<file path="src/rtl/riscv_pkg.sv">
// Shared RV64 execute-stage types: M-extension op encoding and the multiply/divide sequencer's state and context.
package riscv_pkg;

  localparam int unsigned XLEN      = 64;
  localparam int unsigned MDU_ITERS = 64;
  localparam int unsigned MDU_CNT_W = $clog2(MDU_ITERS);

  typedef enum logic [3:0] {
    M_NONE,
    M_MUL,
    M_MULH,
    M_MULHSU,
    M_MULHU,
    M_DIV,
    M_DIVU,
    M_REM,
    M_REMU
  } mul_op_t;

  typedef enum logic [2:0] {
    MDU_IDLE,
    MDU_MUL,
    MDU_DIV,
    MDU_FIX,
    MDU_DONE
  } mdu_state_t;

  // Op context latched at accept; neg_q also serves as the product sign for multiplies.
  typedef struct packed {
    mul_op_t op;
    logic    neg_q;
    logic    neg_r;
  } mdu_ctx_t;

  function automatic logic mdu_is_mul(input mul_op_t op);
    return op inside {M_MUL, M_MULH, M_MULHSU, M_MULHU};
  endfunction

  function automatic logic mdu_is_div(input mul_op_t op);
    return op inside {M_DIV, M_DIVU, M_REM, M_REMU};
  endfunction

  // Accumulator holds {hi, lo} = {product high, product low} or {remainder, quotient}.
  function automatic logic [XLEN-1:0] mdu_select(input mul_op_t op, input logic [2*XLEN-1:0] acc);
    logic [XLEN-1:0] res;
    res = '0;
    case (op)
      M_MUL, M_DIV, M_DIVU:                 res = acc[XLEN-1:0];
      M_MULH, M_MULHSU, M_MULHU,
      M_REM, M_REMU:                        res = acc[2*XLEN-1:XLEN];
      default:                              res = '0;
    endcase
    return res;
  endfunction

endpackage

</file>
<file path="src/rtl/mdu_div_step.sv">
// One restoring division step: shift {rem, quot} left, trial-subtract the divisor, set the quotient bit.
module mdu_div_step
  import riscv_pkg::*;
(
  input  logic [XLEN-1:0] rem_i,
  input  logic [XLEN-1:0] quot_i,
  input  logic [XLEN-1:0] div_i,
  output logic [XLEN-1:0] rem_o,
  output logic [XLEN-1:0] quot_o
);

  logic [XLEN:0] shifted;
  logic [XLEN:0] diff;

  always_comb begin
    shifted = {rem_i, quot_i[XLEN-1]};
    diff    = shifted - {1'b0, div_i};
    if (!diff[XLEN]) begin
      rem_o  = diff[XLEN-1:0];
      quot_o = {quot_i[XLEN-2:0], 1'b1};
    end else begin
      rem_o  = shifted[XLEN-1:0];
      quot_o = {quot_i[XLEN-2:0], 1'b0};
    end
  end

endmodule

</file>
<file path="src/rtl/mdu_seq.sv">
// Iterative RV64M multiply/divide sequencer with valid/ready in and out.
// Define MDU_FAST_MUL_EN to replace the iterative multiply with a single-cycle 128-bit product.
module mdu_seq
  import riscv_pkg::*;
#(
  parameter int unsigned TAG_W = 5
) (
  input  logic             clk,
  input  logic             rst_n,
  input  logic             flush_i,
  input  logic             in_valid_i,
  output logic             in_ready_o,
  input  mul_op_t          op_i,
  input  logic [XLEN-1:0]  rs1_i,
  input  logic [XLEN-1:0]  rs2_i,
  input  logic [TAG_W-1:0] rd_i,
  output logic             out_valid_o,
  input  logic             out_ready_i,
  output logic [XLEN-1:0]  result_o,
  output logic [TAG_W-1:0] rd_o,
  output logic             busy_o
);

  localparam int unsigned AW = 2 * XLEN;

  mdu_state_t           state_q, state_d;
  mdu_ctx_t             ctx_q;
  logic [TAG_W-1:0]     rd_q, rd_out_q;
  logic [XLEN-1:0]      mcand_q, mplr_q;
  logic [AW-1:0]        acc_q;
  logic [MDU_CNT_W-1:0] cnt_q;
  logic                 in_ready_q, out_valid_q, busy_q;
  logic [XLEN-1:0]      result_q;

  logic                 accept_c, sa_c, sb_c, div_op_c, div_zero_c, div_ovf_c, special_c;
  logic [XLEN-1:0]      a_mag_c, b_mag_c;
  logic [XLEN:0]        mul_sum_c;
  logic [XLEN-1:0]      div_rem_c, div_quot_c;
  logic [AW-1:0]        fix_c;
  logic                 last_iter_c;

  // Operand signs, magnitudes and divide special cases, all decided at accept
  always_comb begin
    sa_c       = (op_i inside {M_MUL, M_MULH, M_MULHSU, M_DIV, M_REM}) & rs1_i[XLEN-1];
    sb_c       = (op_i inside {M_MUL, M_MULH, M_DIV, M_REM}) & rs2_i[XLEN-1];
    a_mag_c    = sa_c ? -rs1_i : rs1_i;
    b_mag_c    = sb_c ? -rs2_i : rs2_i;
    div_op_c   = mdu_is_div(op_i);
    div_zero_c = div_op_c && (rs2_i == '0);
    div_ovf_c  = (op_i inside {M_DIV, M_REM}) && (rs1_i == {1'b1, {(XLEN-1){1'b0}}}) && (rs2_i == '1);
    special_c  = div_zero_c | div_ovf_c;
    accept_c   = in_valid_i & in_ready_q & ~flush_i;
  end

`ifdef MDU_FAST_MUL_EN
  logic [AW-1:0] fast_prod_c;
  assign fast_prod_c = AW'(a_mag_c) * AW'(b_mag_c);
`endif

  // Shift-add: add multiplicand into the high half when the multiplier LSB is set, then shift right
  assign mul_sum_c   = {1'b0, acc_q[AW-1:XLEN]} + {1'b0, mcand_q & {XLEN{mplr_q[0]}}};
  assign last_iter_c = (cnt_q == MDU_CNT_W'(MDU_ITERS - 1));

  mdu_div_step u_div_step (
    .rem_i  (acc_q[AW-1:XLEN]),
    .quot_i (acc_q[XLEN-1:0]),
    .div_i  (mplr_q),
    .rem_o  (div_rem_c),
    .quot_o (div_quot_c)
  );

  // Sign fix-up: full 128-bit negate for products, independent halves for quotient/remainder
  always_comb begin
    fix_c = acc_q;
    if (mdu_is_mul(ctx_q.op)) begin
      if (ctx_q.neg_q) fix_c = -acc_q;
    end else begin
      fix_c[XLEN-1:0]  = ctx_q.neg_q ? -acc_q[XLEN-1:0]  : acc_q[XLEN-1:0];
      fix_c[AW-1:XLEN] = ctx_q.neg_r ? -acc_q[AW-1:XLEN] : acc_q[AW-1:XLEN];
    end
  end

  always_ff @(posedge clk or negedge rst_n) begin
    if (!rst_n) state_q <= MDU_IDLE;
    else        state_q <= state_d;
  end

  always_comb begin
    state_d = state_q;
    case (state_q)
      MDU_IDLE: begin
        if (in_valid_i) begin
          if (mdu_is_mul(op_i)) begin
`ifdef MDU_FAST_MUL_EN
            state_d = MDU_DONE;
`else
            state_d = MDU_MUL;
`endif
          end else if (div_op_c && !special_c) begin
            state_d = MDU_DIV;
          end else begin
            state_d = MDU_DONE;
          end
        end
      end
      MDU_MUL, MDU_DIV: if (last_iter_c) state_d = MDU_FIX;
      MDU_FIX:          state_d = MDU_DONE;
      MDU_DONE:         if (out_valid_q && out_ready_i) state_d = MDU_IDLE;
      default:          state_d = MDU_IDLE;
    endcase
    if (flush_i) state_d = MDU_IDLE;
  end

  // Datapath: operand capture, one iteration per cycle, fix-up
  always_ff @(posedge clk or negedge rst_n) begin
    if (!rst_n) begin
      ctx_q   <= '0;
      rd_q    <= '0;
      mcand_q <= '0;
      mplr_q  <= '0;
      acc_q   <= '0;
      cnt_q   <= '0;
    end else if (flush_i) begin
      cnt_q <= '0;
    end else if (accept_c) begin
      ctx_q   <= '{op: op_i, neg_q: sa_c ^ sb_c, neg_r: sa_c};
      rd_q    <= rd_i;
      mcand_q <= a_mag_c;
      mplr_q  <= b_mag_c;
      cnt_q   <= '0;
      if (div_zero_c)      acc_q <= {rs1_i, {XLEN{1'b1}}};
      else if (div_ovf_c)  acc_q <= {{XLEN{1'b0}}, rs1_i};
      else if (div_op_c)   acc_q <= {{XLEN{1'b0}}, a_mag_c};
`ifdef MDU_FAST_MUL_EN
      else if (mdu_is_mul(op_i)) acc_q <= (sa_c ^ sb_c) ? -fast_prod_c : fast_prod_c;
`endif
      else                 acc_q <= '0;
    end else begin
      case (state_q)
        MDU_MUL: begin
          acc_q  <= {mul_sum_c, acc_q[XLEN-1:1]};
          mplr_q <= mplr_q >> 1;
          cnt_q  <= cnt_q + MDU_CNT_W'(1);
        end
        MDU_DIV: begin
          acc_q <= {div_rem_c, div_quot_c};
          cnt_q <= cnt_q + MDU_CNT_W'(1);
        end
        MDU_FIX: acc_q <= fix_c;
        default: ;
      endcase
    end
  end

  // Registered handshake and result; the result register loads on the first DONE cycle
  always_ff @(posedge clk or negedge rst_n) begin
    if (!rst_n) begin
      in_ready_q  <= 1'b1;
      busy_q      <= 1'b0;
      out_valid_q <= 1'b0;
      result_q    <= '0;
      rd_out_q    <= '0;
    end else begin
      in_ready_q  <= (state_d == MDU_IDLE);
      busy_q      <= (state_d != MDU_IDLE);
      out_valid_q <= (state_q == MDU_DONE) && !(out_valid_q && out_ready_i) && !flush_i;
      if ((state_q == MDU_DONE) && !out_valid_q && !flush_i) begin
        result_q <= mdu_select(ctx_q.op, acc_q);
        rd_out_q <= rd_q;
      end
    end
  end

  assign in_ready_o  = in_ready_q;
  assign busy_o      = busy_q;
  assign out_valid_o = out_valid_q;
  assign result_o    = result_q;
  assign rd_o        = rd_out_q;

endmodule

</file>
<file path="config.mk">
export PLATFORM = sky130hd
export DESIGN_NAME = mdu_seq
export DESIGN_NICKNAME = d
export VERILOG_FILES = /design/src/rtl/riscv_pkg.sv /design/src/rtl/mdu_div_step.sv /design/src/rtl/mdu_seq.sv
export SDC_FILE = /design/constraint.sdc
export NUM_CORES = 2
export LEC_CHECK = 0
export CORE_MARGIN = 2
export CORE_UTILIZATION = 55
export DETAILED_ROUTE_END_ITERATION = 16
export PLACE_DENSITY = 0.75
export SLEW_MARGIN = 20
export SYNTH_ARGS = -nofsm -noshare
export SYNTH_HDL_FRONTEND = slang
export SYNTH_HIERARCHICAL = 1
export SYNTH_SLANG_ARGS = --single-unit
</file>
<file path="constraint.sdc">
create_clock -name clk -period 8.81 [get_ports clk]
set_input_delay 1.3215 -clock clk [delete_from_list [all_inputs] [get_ports clk]]
set_output_delay 1.3215 -clock clk [all_outputs]
set_load 0.01 [all_outputs]
</file>
==> flow_summary.yaml <==
status:
  outcome: "completed"
cts:
  clk_latency_ps: 610
  htreeDepth: 2
  clockBufferDepth: 3
  clkSinkCount: 348
  hold_buffers: 0
  post_cts_buffers: 0
  cts.repair.resized: 0
  clk_pin_slew_ps: 60
  cts_tree: "done"
  root_buffer: "clkbuf_16"
  numCtsBuffers: 41
critical_path:
  critPathRequiredTime_ps: 9310
  rrSetupSlack_ps: 3540
  startpoint: "rs2_i[18]"
  startpoint_type: "input port"
  criticalPathCategory: "input port to flop"
  reg2reg_from: "mplr_q[0]"
  rr_endpoint: "acc_q[105]"
  crit_end: "acc_q[79]"
  cp.arrival_ps: 6170
  crit_fanout: 31
  reg2reg_depth: 19
  crit_path_end_kind: "flop"
timing:
  fin_crit_sh_pct: 64.39
  period_minus_slack_ps: 5673
  setup_viol: 0
  fin_tns_setup_ps: 0
  fin_ws_ps: 3137
  report.final.slew_viol_count: 0
  timing.fmax_ghz: 0.1763
  worstMarginPinSlew_ps: 1130
  rsz0062_at_grt: "false"
  relSlewSlack_pct: 24.53
  worst_hold_slack_ps: 471.8
  skew_ps: 29.02
  hold_violations: 0
synthesis:
  synth_area_um2: 33110
  synth_nets: 4659
  postSynthCellCount: 4381
  yosysSeqAreaShare_pct: 26.31
  ys_ff_latch: 348
  yosysTopAreaCell: "dfrtp_1"
  syn_area_per_cell_um2: 7.557
  yosys_warnings: 6
  synth_edf_count: 0
  synth-main-ff-cell: "dfrtp_1"
  netlist.area_leader.share_pct: 26.23
  synthTopCellsByArea: "dfrtp_1, o21ai_0, nand2_1, a21oi_1, ha_1"
  async_reset_ff_share_pct: 100.0
  synth_cell_types: 93
route:
  drt-met1-wl_um: 52910
  drt_iter0_markers: 4849
  ant_nets: 0
  top_layer: "met4"
  wl_met2_um: 50500
  wirelength_um: 125800
  viasPerCell: 6.716
  vias: 34530
  wire_per_inst_um: 24.46
  drc: 0
  wl_met3_um: 16380
  first_pass_iters: 8
power_and_ir_drop:
  p_comb_share_pct: 58.3
  p_seq_share_pct: 25.1
  p_int_w: 0.006109
  power_switching_w: 0.005595
  powerDensity_nw_per_um2: 319.5
  clock_power_share_pct: 16.6
  switching_share_pct: 47.80
  ir_drop_mv: 0.2299
  power_leakage_nw: 14.86
global_route:
  antenna_found_initial: 2
  gr-total-overflow: 0
  grt_pass1_vias: 31530
  grt_pass1_wl_um: 190700
  grt_start_max_net_pins: 192
  grt.total_usage_pct: 39.13
flow_run:
  max_cap_viol_count: 0
finish:
  fillers: 5481
  final_cell_mix: "nand2_1, o21ai_0, a21oi_1"
  drive_above_1_share_pct: 6.251
  syn_to_final_growth_pct: 10.65
  final_util_pct: 61.84
  instances_no_fill: 5141
  finalNetCount: 4612
  final_common_cell: "nand2_1"
die:
  ios: 214
  rows: 89
  dieArea_um2: 62180
  core_area_um2: 59240
  start_util_pct: 55.89
  die-width_um: 249.4
  die_h_um: 249.4
min_path:
  hold_path_class: "flop to flop"
  hold_depth: 2
  hp-start: "result_o[51]"
placed_design:
  place_ws_ps: 2673
  port_buffers: 213
  dpl.hpwl_um: 92260
  place_inst: 5064
  gp_congestion: 1.018
sequential cells by signal, summed over array words and instances, names as in the netlist, 3 cells and up:
| signal | cells |
|---|---|
| mplr_q | 64 |
| rd_q | 5 |
| state_q | 3 |
| acc_q | 128 |
| ctx_q | 6 |
| rd_o | 5 |
| cnt_q | 6 |
| result_o | 64 |
| mcand_q | 64 |
area by class of cell:
type                            count  area [µm²]  area share (%)
Multi-Input combinational cell   3549       22370           61.06
Sequential cell                   348        8711           23.78
Timing Repair Buffer              277        2655           7.248
Clock buffer                       53        1154           3.149
Tap cell                          773       967.2           2.640
Inverter                          117       439.2           1.199
Clock inverter                     23       336.6          0.9188
Antenna cell                        1       2.502        0.006831
how the worst min path moves through the flow:
stage,to,slack [ps]
floorplan,rd_q[0],440
global placement,mcand_q[57],450
finish,result_o[51],470
global route,rd_q[2],500
detailed placement,mcand_q[20],460
CTS,mcand_q[20],480
stage by stage:
stage | total power, W | instance area [µm²]
floorplan | 0.007537 | 33110
CTS | 0.01146 | 36620
detailed placement | 0.009517 | 35130
global route | 0.01237 | 36630
global placement | 0.009459 | 35130
finish | 0.01170 | 36630
routing by layer:
layer  track usage (%)  up-vias
met5                 0        -
met2             55.06     2339
met4             16.47        0
met1             56.82    16040
li1                  -    15780
met3             9.446      374
kinds of logic (layout without fill, tap and decap cells):
logic type | Yosys count | count (layout) | synth area share, %
DFF | 348 | 348 | 26.31
buffers and inverters | 484 | 470 | 6.432
xor gates and xnor gates | 295 | 295 | 7.861
other | 0 | 1 | 0
and+or+nand+nor | 1533 | 1533 | 22.23
muxes | 149 | 149 | 5.382
AOI/OAI and AO/OA | 1436 | 1436 | 26.61
adders and majority gates | 136 | 136 | 5.185
power groups by stage:
stage	logic (W)	clock network, W	registers (W)
finish	0.00683	0.00194	0.00294
global route	0.00737	0.00200	0.00300
CTS	0.00664	0.00194	0.00289
detailed placement	0.00661	0	0.00291
global placement	0.00657	0	0.00289
floorplan	0.00486	0	0.00268
synth_stat cells (17+ instances only):
library cell and instances:
or4_1 32, mux2_4 56, o21ai_1 17, o311ai_0 18
o211ai_1 29, nand3_1 91, nor4_1 68, buf_1 25
mux2i_1 85, and2_1 76, xnor2_1 152, buf_4 63
a22oi_1 83, o21a_1 25, nor3_1 104, clkbuf_1 258
inv_1 117, nor2_1 340, nand2_1 540, nor2b_1 20
o21ai_0 506, xor2_1 142, a221oi_1 21, dfrtp_1 347
a211oi_1 31, and3_1 53, nand2b_1 24, ha_1 134
o31ai_1 63, a31oi_1 47, o21bai_1 29, or3_1 43
nand4_1 74, a21o_1 69, a21oi_1 358, o41ai_1 18
worst max-delay path: stages:
cell and delay, ps:
clkdlybuf4s50_1 540, or4_1 630, or4_1 570, nor4_2 710
and4bb_2 420, buf_4 460, nand2b_1 530, nand2_1 410
nor4_1 350, o21ai_0 110, o31ai_1 100
No activity file was read; power rests on OpenSTA's default activity.
